$ cat config.mk
export PLATFORM = sky130hd
export DESIGN_NAME = button_debouncer_flat
export DESIGN_NICKNAME = d
export VERILOG_FILES = /design/src/rtl/button_debouncer_if.sv /design/src/rtl/button_debouncer.sv /design/src/flat_wrapper.sv
export SDC_FILE = /design/constraint.sdc
export NUM_CORES = 1
export LEC_CHECK = 0
export ABC_AREA = 1
export CAP_MARGIN = 10
export CORE_MARGIN = 3
export CORE_UTILIZATION = 35
export DETAILED_ROUTE_END_ITERATION = 6
export PLACE_DENSITY_LB_ADDON = 0.2
export SYNTH_ARGS = -nofsm -noshare
export SYNTH_HDL_FRONTEND = slang
export SYNTH_SLANG_ARGS = --single-unit
$ cat constraint.sdc
create_clock -name clk -period 4.2 [get_ports clk]
set_input_delay 0.63 -clock clk [delete_from_list [all_inputs] [get_ports clk]]
set_output_delay 0.63 -clock clk [all_outputs]
set_load 0.005 [all_outputs]
$ cat src/rtl/button_debouncer_if.sv
// Button debouncer signal bundle: raw pins in, debounced levels and event pulses out.
interface button_debouncer_if #(
  parameter int unsigned NUM_BTN = 4
);
  logic [NUM_BTN-1:0] btn_in;
  logic [NUM_BTN-1:0] btn_state;
  logic [NUM_BTN-1:0] pressed;
  logic [NUM_BTN-1:0] released;
  logic [NUM_BTN-1:0] repeat_evt;
  logic               any_pressed;

  modport master (
    output btn_in,
    input  btn_state, pressed, released, repeat_evt, any_pressed
  );

  modport slave (
    input  btn_in,
    output btn_state, pressed, released, repeat_evt, any_pressed
  );
endinterface

$ cat src/rtl/button_debouncer.sv
// Per-channel two-flop synchroniser, stable-count debouncer and auto-repeat FSM
// producing a clean level plus registered press/release/repeat pulses.
module button_debouncer #(
  parameter int unsigned NUM_BTN         = 4,
  parameter int unsigned DEBOUNCE_CYCLES = 320000,
  parameter int unsigned CNT_W           = 19,
  parameter bit          REPEAT_EN       = 1'b1,
  parameter int unsigned REPEAT_DELAY    = 16000000,
  parameter int unsigned REPEAT_RATE     = 3200000,
  parameter int unsigned REP_W           = 24
) (
  input  logic               clk,
  input  logic               reset,
  button_debouncer_if.slave  bus
);

  localparam logic [CNT_W-1:0] DB_LAST    = CNT_W'(DEBOUNCE_CYCLES - 1);
  localparam logic [REP_W-1:0] DELAY_LAST = REP_W'(REPEAT_DELAY - 1);
  localparam logic [REP_W-1:0] RATE_LAST  = REP_W'(REPEAT_RATE - 1);

  typedef enum logic [1:0] {IDLE, HOLD, REPEAT} rep_state_t;

  logic [NUM_BTN-1:0] sync1;
  logic [NUM_BTN-1:0] sync2;
  logic [NUM_BTN-1:0] state;
  logic [NUM_BTN-1:0] pressed_q;
  logic [NUM_BTN-1:0] released_q;
  logic [NUM_BTN-1:0] repeat_q;
  logic [NUM_BTN-1:0] accept;

  always_ff @(posedge clk) begin
    if (reset) begin
      sync1 <= '0;
      sync2 <= '0;
    end else begin
      sync1 <= bus.btn_in;
      sync2 <= sync1;
    end
  end

  for (genvar g = 0; g < NUM_BTN; g++) begin : g_ch
    logic [CNT_W-1:0] cnt;
    logic [REP_W-1:0] rc;
    rep_state_t       rstate;

    // A level change is accepted on the edge where the mismatch has persisted long enough.
    assign accept[g] = (sync2[g] != state[g]) && (cnt == DB_LAST);

    always_ff @(posedge clk) begin
      if (reset) begin
        cnt           <= '0;
        state[g]      <= 1'b0;
        pressed_q[g]  <= 1'b0;
        released_q[g] <= 1'b0;
      end else begin
        pressed_q[g]  <= accept[g] & ~state[g];
        released_q[g] <= accept[g] & state[g];
        if (accept[g]) begin
          state[g] <= ~state[g];
          cnt      <= '0;
        end else if (sync2[g] == state[g]) begin
          cnt <= '0;
        end else begin
          cnt <= cnt + 1'b1;
        end
      end
    end

    always_ff @(posedge clk) begin
      if (reset || !REPEAT_EN) begin
        rstate      <= IDLE;
        rc          <= '0;
        repeat_q[g] <= 1'b0;
      end else begin
        repeat_q[g] <= 1'b0;
        case (rstate)
          IDLE: begin
            rc <= '0;
            if (accept[g] && !state[g]) rstate <= HOLD;
          end
          HOLD, REPEAT: begin
            // Release wins over a repeat that would fire on the same edge.
            if (accept[g] && state[g]) begin
              rstate <= IDLE;
              rc     <= '0;
            end else if (rc == ((rstate == HOLD) ? DELAY_LAST : RATE_LAST)) begin
              repeat_q[g] <= 1'b1;
              rc          <= '0;
              rstate      <= REPEAT;
            end else begin
              rc <= rc + 1'b1;
            end
          end
          default: begin
            rstate <= IDLE;
            rc     <= '0;
          end
        endcase
      end
    end
  end

  assign bus.btn_state   = state;
  assign bus.pressed     = pressed_q;
  assign bus.released    = released_q;
  assign bus.repeat_evt  = repeat_q;
  assign bus.any_pressed = |pressed_q;

endmodule
$ cat src/flat_wrapper.sv
// flat-port wrapper written by rule: the top's interface ports become plain ports
module button_debouncer_flat 
#(
  parameter int unsigned NUM_BTN         = 4,
  parameter int unsigned DEBOUNCE_CYCLES = 320000,
  parameter int unsigned CNT_W           = 19,
  parameter bit          REPEAT_EN       = 1'b1,
  parameter int unsigned REPEAT_DELAY    = 16000000,
  parameter int unsigned REPEAT_RATE     = 3200000,
  parameter int unsigned REP_W           = 24
)
  (clk, reset, bus_btn_in, bus_btn_state, bus_pressed, bus_released, bus_repeat_evt, bus_any_pressed);
  button_debouncer_if #(.NUM_BTN(NUM_BTN)) bus_i ();
  input  logic clk;
  input  logic reset;
  input wire logic [$bits(bus_i.btn_in)-1:0] bus_btn_in;
  output wire logic [$bits(bus_i.btn_state)-1:0] bus_btn_state;
  output wire logic [$bits(bus_i.pressed)-1:0] bus_pressed;
  output wire logic [$bits(bus_i.released)-1:0] bus_released;
  output wire logic [$bits(bus_i.repeat_evt)-1:0] bus_repeat_evt;
  output wire logic [$bits(bus_i.any_pressed)-1:0] bus_any_pressed;
  assign bus_i.btn_in = bus_btn_in;
  assign bus_btn_state = bus_i.btn_state;
  assign bus_pressed = bus_i.pressed;
  assign bus_released = bus_i.released;
  assign bus_repeat_evt = bus_i.repeat_evt;
  assign bus_any_pressed = bus_i.any_pressed;
  button_debouncer #(.NUM_BTN(NUM_BTN), .DEBOUNCE_CYCLES(DEBOUNCE_CYCLES), .CNT_W(CNT_W), .REPEAT_EN(REPEAT_EN), .REPEAT_DELAY(REPEAT_DELAY), .REPEAT_RATE(REPEAT_RATE), .REP_W(REP_W)) u_core (.clk(clk), .reset(reset), .bus(bus_i));
endmodule
==> results.cfg, run 1 <==
[run_status]
status = completed

[placement]
gp_congestion = 0.836
port_buffers = 22
hpwl_um = 15100
detailedPlace.worstSlack_ps = 1300

[critical_path]
cp.required_ps = 3570
endpoint_kind = output pin
crit_slowest_cell = or4_1
cp_slowest_stage_delay_ps = 510
cp_data_arrival_time_ps = 1810
crit_chain = or4_1, clkdlybuf4s50_1
cp_top_family = simple AND/OR/NAND/NOR gates
crit_type = reg -> out
startpoint_type = register
path_max_fanout = 2
crit_buf_inv = 1

[synth]
ys_ff_latch = 204
yosys_warnings = 0
avgSynthCellArea_um2 = 7.15
synth.largest_area_cell = dfxtp_1
synth_edf_count = 0
ys_async_sr_fraction_pct = 0
ys_types = 46
syn_inst = 1421
yosys-top-cells-area = dfxtp_1 40%, nand2_1 11%, nor2_1 9.7%
syn_area_um2 = 10200
yosys.area.top_type_share_pct = 40.2
yosysSeqAreaShare_pct = 40.2
synth_ff_type = dfxtp_1
syn-num-nets = 1449

[timing]
fin_worst_skew_ps = 19.2
slew_headroom_pct = 55.0
fin_crit_ps = 2440
fin_crit_sh_pct = 58.1
tns_ps = 0
fmax_mhz = 410
final_max_slew_viol_count = 0
report.final.setup_viol = 0
rsz0062_at_grt = false
tightest_slew_ps = 673
finalHoldViolations = 0
setup_ws_ps = 1760

[floorplanning]
coreArea_um2 = 28200
die_w_um = 176
die_y_um = 176
dieArea_um2 = 31100
start_util_pct = 36.1
core.rowCount = 61
ioPinCount = 23

[route]
drt-total-wl_um = 20900
via_per_inst = 4.55
vias = 8423
remaining_drc_errors = 0
wl_per_cell_um = 11.3
drt_pass1_iterations = 5
drtIter0Drc = 438
postRouteAntennaNets = 0

[grt]
grt_usage_pct = 13.7
antenna_found_initial = 0
grt_pass1_wl_um = 36600
grt_start_max_net_pins = 25
grt_overflow_total = 0
grt_pass1_vias = 7842

[power]
combPwrFrac_pct = 0.8
p_seq_share_pct = 46.8
p_clk_share_pct = 52.5
p_int_mw = 3.29
p_sw_share_pct = 20.9
ir_drop_mv = 0.300
finalPower_mw = 4.15
p_leak_nw = 4.08
p_switching_mw = 0.869
power_density_nw_per_um2 = 358

[clock_tree]
htree_levels = 1
hold_buffers = 0
cts_tree = yes
clock-sinks = 204
clk_pin_slew_ps = 60
cts_buffers = 26
cts_resized = 0
clock-root-buffer = clkbuf_16
cts_buffer_depth = 3
insertion_delay_ps = 530
cts_setup_buffers = 0

[layout]
fillers = 2908
utilization_pct = 41.2
layout-drive-gt1-share_pct = 7.60
nets = 1484
synthToLayoutAreaGrowth_pct = 14.1
antennaDiodeCount = 0

[job]
max-cap-violations = 0

[worst_hold_path]
worstHoldPathType = reg -> reg
power groups by stage:
| stage | clock, mW | sequential [mW] | combinational (mW) |
|---|---|---|---|
| after floorplan | 0 | 1.98 | 0.0213 |
| after global placement | 0 | 1.98 | 0.0318 |
| after detailed placement | 0 | 1.98 | 0.0323 |
| after CTS | 2.27 | 1.94 | 0.0323 |
| after global routing | 2.35 | 1.94 | 0.0362 |
| final | 2.18 | 1.94 | 0.0312 |
cells in the mapped netlist, drive strengths merged, types with 16 or more instances:
cell type  count
nor2         279
inv          194
o21ai         19
a21oi         67
nand3        119
xnor2         22
nor3          51
ha            22
dfxtp        204
buf           16
nand2        293
nand4         34
xor2          54
placed cells by master, fill, tap and decap left out, types with 26 or more instances in the layout:
| master | Yosys | routed |
|---|---|---|
| nand2_1 | 285 | 285 |
| nor2_1 | 262 | 262 |
| dfxtp_1 | 204 | 204 |
| inv_1 | 194 | 194 |
| nand3_1 | 101 | 101 |
| a21oi_1 | 67 | 67 |
| xor2_1 | 54 | 54 |
| nor3_1 | 42 | 42 |
| nand4_1 | 28 | 28 |
| clkbuf_16 | 0 | 26 |
layout make-up:
type	instances	area [um2]	area share, %
timing repair buffer	24	235	2.03
sequential	204	4080	35.2
tap	378	473	4.08
multi-input combinational	1006	5220	45.0
clock buffer	36	728	6.28
inverter	194	728	6.28
clock inverter	10	121	1.05
flip-flops by register name (all words and copies together) (netlist names):
register / flops
u_core.g_ch.rc: 96
u_core.bus.btn_state: 4
u_core.g_ch.cnt: 76
u_core.bus.repeat_evt: 4
u_core.bus.pressed: 4
u_core.g_ch.rstate: 8
u_core.sync1: 4
u_core.bus.released: 4
u_core.sync2: 4
per-stage QoR:
step	cell area (um2)	instances	hold slack [ps]
after global routing	11600	1852	428
final	11600	1852	409
after global placement	10700	1806	401
after detailed placement	10700	1806	398
after CTS	11600	1852	414
after floorplan	10200	1421	388
layer usage:
| layer | vias up | wire [um] | track usage, % |
|---|---|---|---|
| met1 | 3754 | 10600 | 18.9 |
| li1 | 4557 | - | - |
| met3 | 36 | 651 | 2.45 |
| met5 | - | 0 | 0 |
| met2 | 76 | 9070 | 22.1 |
| met4 | 0 | 561 | 3.80 |
cell families after synthesis:
family | share of synthesized area, %
simple gates | 36.9
buf+inv | 8.42
flops | 40.2
compound gates | 5.18
xor+xnor | 6.55
fa+ha+maj | 2.71
worst paths after layout:
path	from	to	slack [ps]	cells after the start
setup / recovery	u_core.bus.pressed[1]	bus_any_pressed	1760	2
hold / removal	u_core.sync1[2]	u_core.sync2[2]	410	2
setup reg to reg	u_core.g_ch[0].rc[0]	u_core.g_ch[0].rc[5]	2080	8
hold reg to reg	u_core.sync1[2]	u_core.sync2[2]	410	2
worst register-to-register path, cell delays in order (launching register included):
cell	delay [ps]
dfxtp_1	360
ha_1	230
nand2_1	100
inv_1	60
nand3_1	110
nor2_1	70
nand3_1	160
nand4_2	560
nor3b_1	380
Note: power is estimated with default switching activity, not from simulation.
==> run 2, diff against run 1 <==
==> constraint.sdc (replaced) <==
create_clock -name clk -period 2.3 [get_ports clk]
set_input_delay 0.345 -clock clk [delete_from_list [all_inputs] [get_ports clk]]
set_output_delay 0.345 -clock clk [all_outputs]
set_load 0.005 [all_outputs]
==> results.cfg, run 2 (synthesized netlist as in run 1, its figures left out) <==
[route]
drtIter0Drc = 381
drt-total-wl_um = 21100
drt_pass1_iterations = 4
vias = 8383
wl_per_cell_um = 11.4
via_per_inst = 4.52
postRouteAntennaNets = 0
remaining_drc_errors = 0

[layout]
antennaDiodeCount = 0
layout_common_cells = 285 x nand2_1, 262 x nor2_1, 204 x dfxtp_1, 194 x inv_1, 101 x nand3_1
ff_latch_area_um2 = 4080
layout-drive-gt1-share_pct = 7.52
largest_reg_flops = 96
layout_commonest_cell = nand2_1
top_regs = u_core.g_ch.rc (96), u_core.g_ch.cnt (76), u_core.g_ch.rstate (8)
fillers = 2941
synthToLayoutAreaGrowth_pct = 13.6
top_register = u_core.g_ch.rc
multi_input_area_um2 = 5220
nets = 1486
final_area_um2 = 11500

[critical_path]
rr_startpoint = u_core.g_ch[0].rc[0]
cp.required_ps = 1960
path_max_fanout = 2
endpoint_kind = output pin
crit_chain = or4_1, clkdlybuf4s50_1
cp_slowest_stage_delay_ps = 470
startpoint_type = register
crit_slowest_cell = or4_1
crit_type = reg -> out
startpoint = u_core.bus.pressed[3]
cp_data_arrival_time_ps = 1790

[placement]
hpwl_um = 15300
port_buffers = 22
gp_congestion = 0.850
place_area_um2 = 10800

[timing]
tightest_slew_ps = 665
finalHoldViolations = 0
rsz0062_at_grt = false
fmax_mhz = 468
fin_crit_sh_pct = 92.9
tns_ps = 0
hold_slack_ps = 379
final_max_slew_viol_count = 0
fin_crit_ps = 2140
slew_headroom_pct = 55.6
report.final.setup_viol = 0
fin_worst_skew_ps = 10.8

[clock_tree]
insertion_delay_ps = 510
cts_tree = yes
cts_resized = 0
clock-sinks = 204
clock-root-buffer = clkbuf_16
cts_buffer_depth = 3
cts_buffers = 25
cts_setup_buffers = 0
hold_buffers = 0
clk_pin_slew_ps = 60
htree_levels = 1

[floorplanning]
coreArea_um2 = 28200
core.rowCount = 61
die_y_um = 176
dieArea_um2 = 31100
die_w_um = 176
ioPinCount = 23
start_util_pct = 36.1

[grt]
grt_pass1_vias = 7987
grt_pass1_wl_um = 36800
grt_overflow_total = 0
antenna_found_initial = 0
grt_usage_pct = 13.8
grt_start_max_net_pins = 25

[worst_hold_path]
worstHoldStart = bus_btn_in[0]
worstHoldPathType = in -> reg

[power]
p_leak_nw = 4.06
ir_drop_mv = 0.497
finalPower_mw = 7.35
power_density_nw_per_um2 = 637

[job]
max-cap-violations = 0

[run_status]
status = completed
run 2: power breakdown:
part | switching, mW | total, mW | leakage (nW) | internal (mW)
Sequential | 0.00379 | 3.55 | 1.64 | 3.54
Combinational | 0.0393 | 0.0607 | 2.03 | 0.0214
Clock | 1.47 | 3.74 | 0.388 | 2.27
run 2: through the flow:
| stage | setup slack (ps) | cells | utilization, % |
|---|---|---|---|
| after floorplan | 720 | 1421 | - |
| after global placement | 131 | 1809 | 38.2 |
| after detailed placement | 83.9 | 1809 | 38.2 |
| after CTS | 118 | 1854 | 41.0 |
| after global routing | 39.2 | 1854 | 41.0 |
| final | 164 | 1854 | 41.0 |
run 2: final timing paths:
path | to | depth (start not counted) | slack, ps
setup / recovery | bus_any_pressed | 2 | 160
hold / removal | u_core.sync1[0] | 3 | 380
setup reg to reg | u_core.g_ch[0].rc[13] | 8 | 270
hold reg to reg | u_core.sync2[1] | 2 | 400
run 2: per-layer routing:
layer / global-route usage (%) / part of all wire (%) / vias to the layer above
met5: 0 / 0 / -
met4: 3.83 / 2.5 / 0
met3: 1.98 / 3.1 / 31
met2: 22.7 / 44 / 77
met1: 18.8 / 50 / 3698
li1: - / - / 4577
run 2: area by class of cell:
class                      instances  share of cell area (%)
clock inverter                     6                   0.477
clock buffer                      39                    6.31
sequential                       204                    35.4
tap                              378                    4.10
timing repair buffer              27                    2.23
multi-input combinational       1006                    45.2
inverter                         194                    6.31
run 2: critical path, delay by kind of cell (launching register included):
| family | cells | cell delay (ps) |
|---|---|---|
| simple gates | 1 | 470 |
| buf+inv | 1 | 460 |
| flops | 1 | 350 |
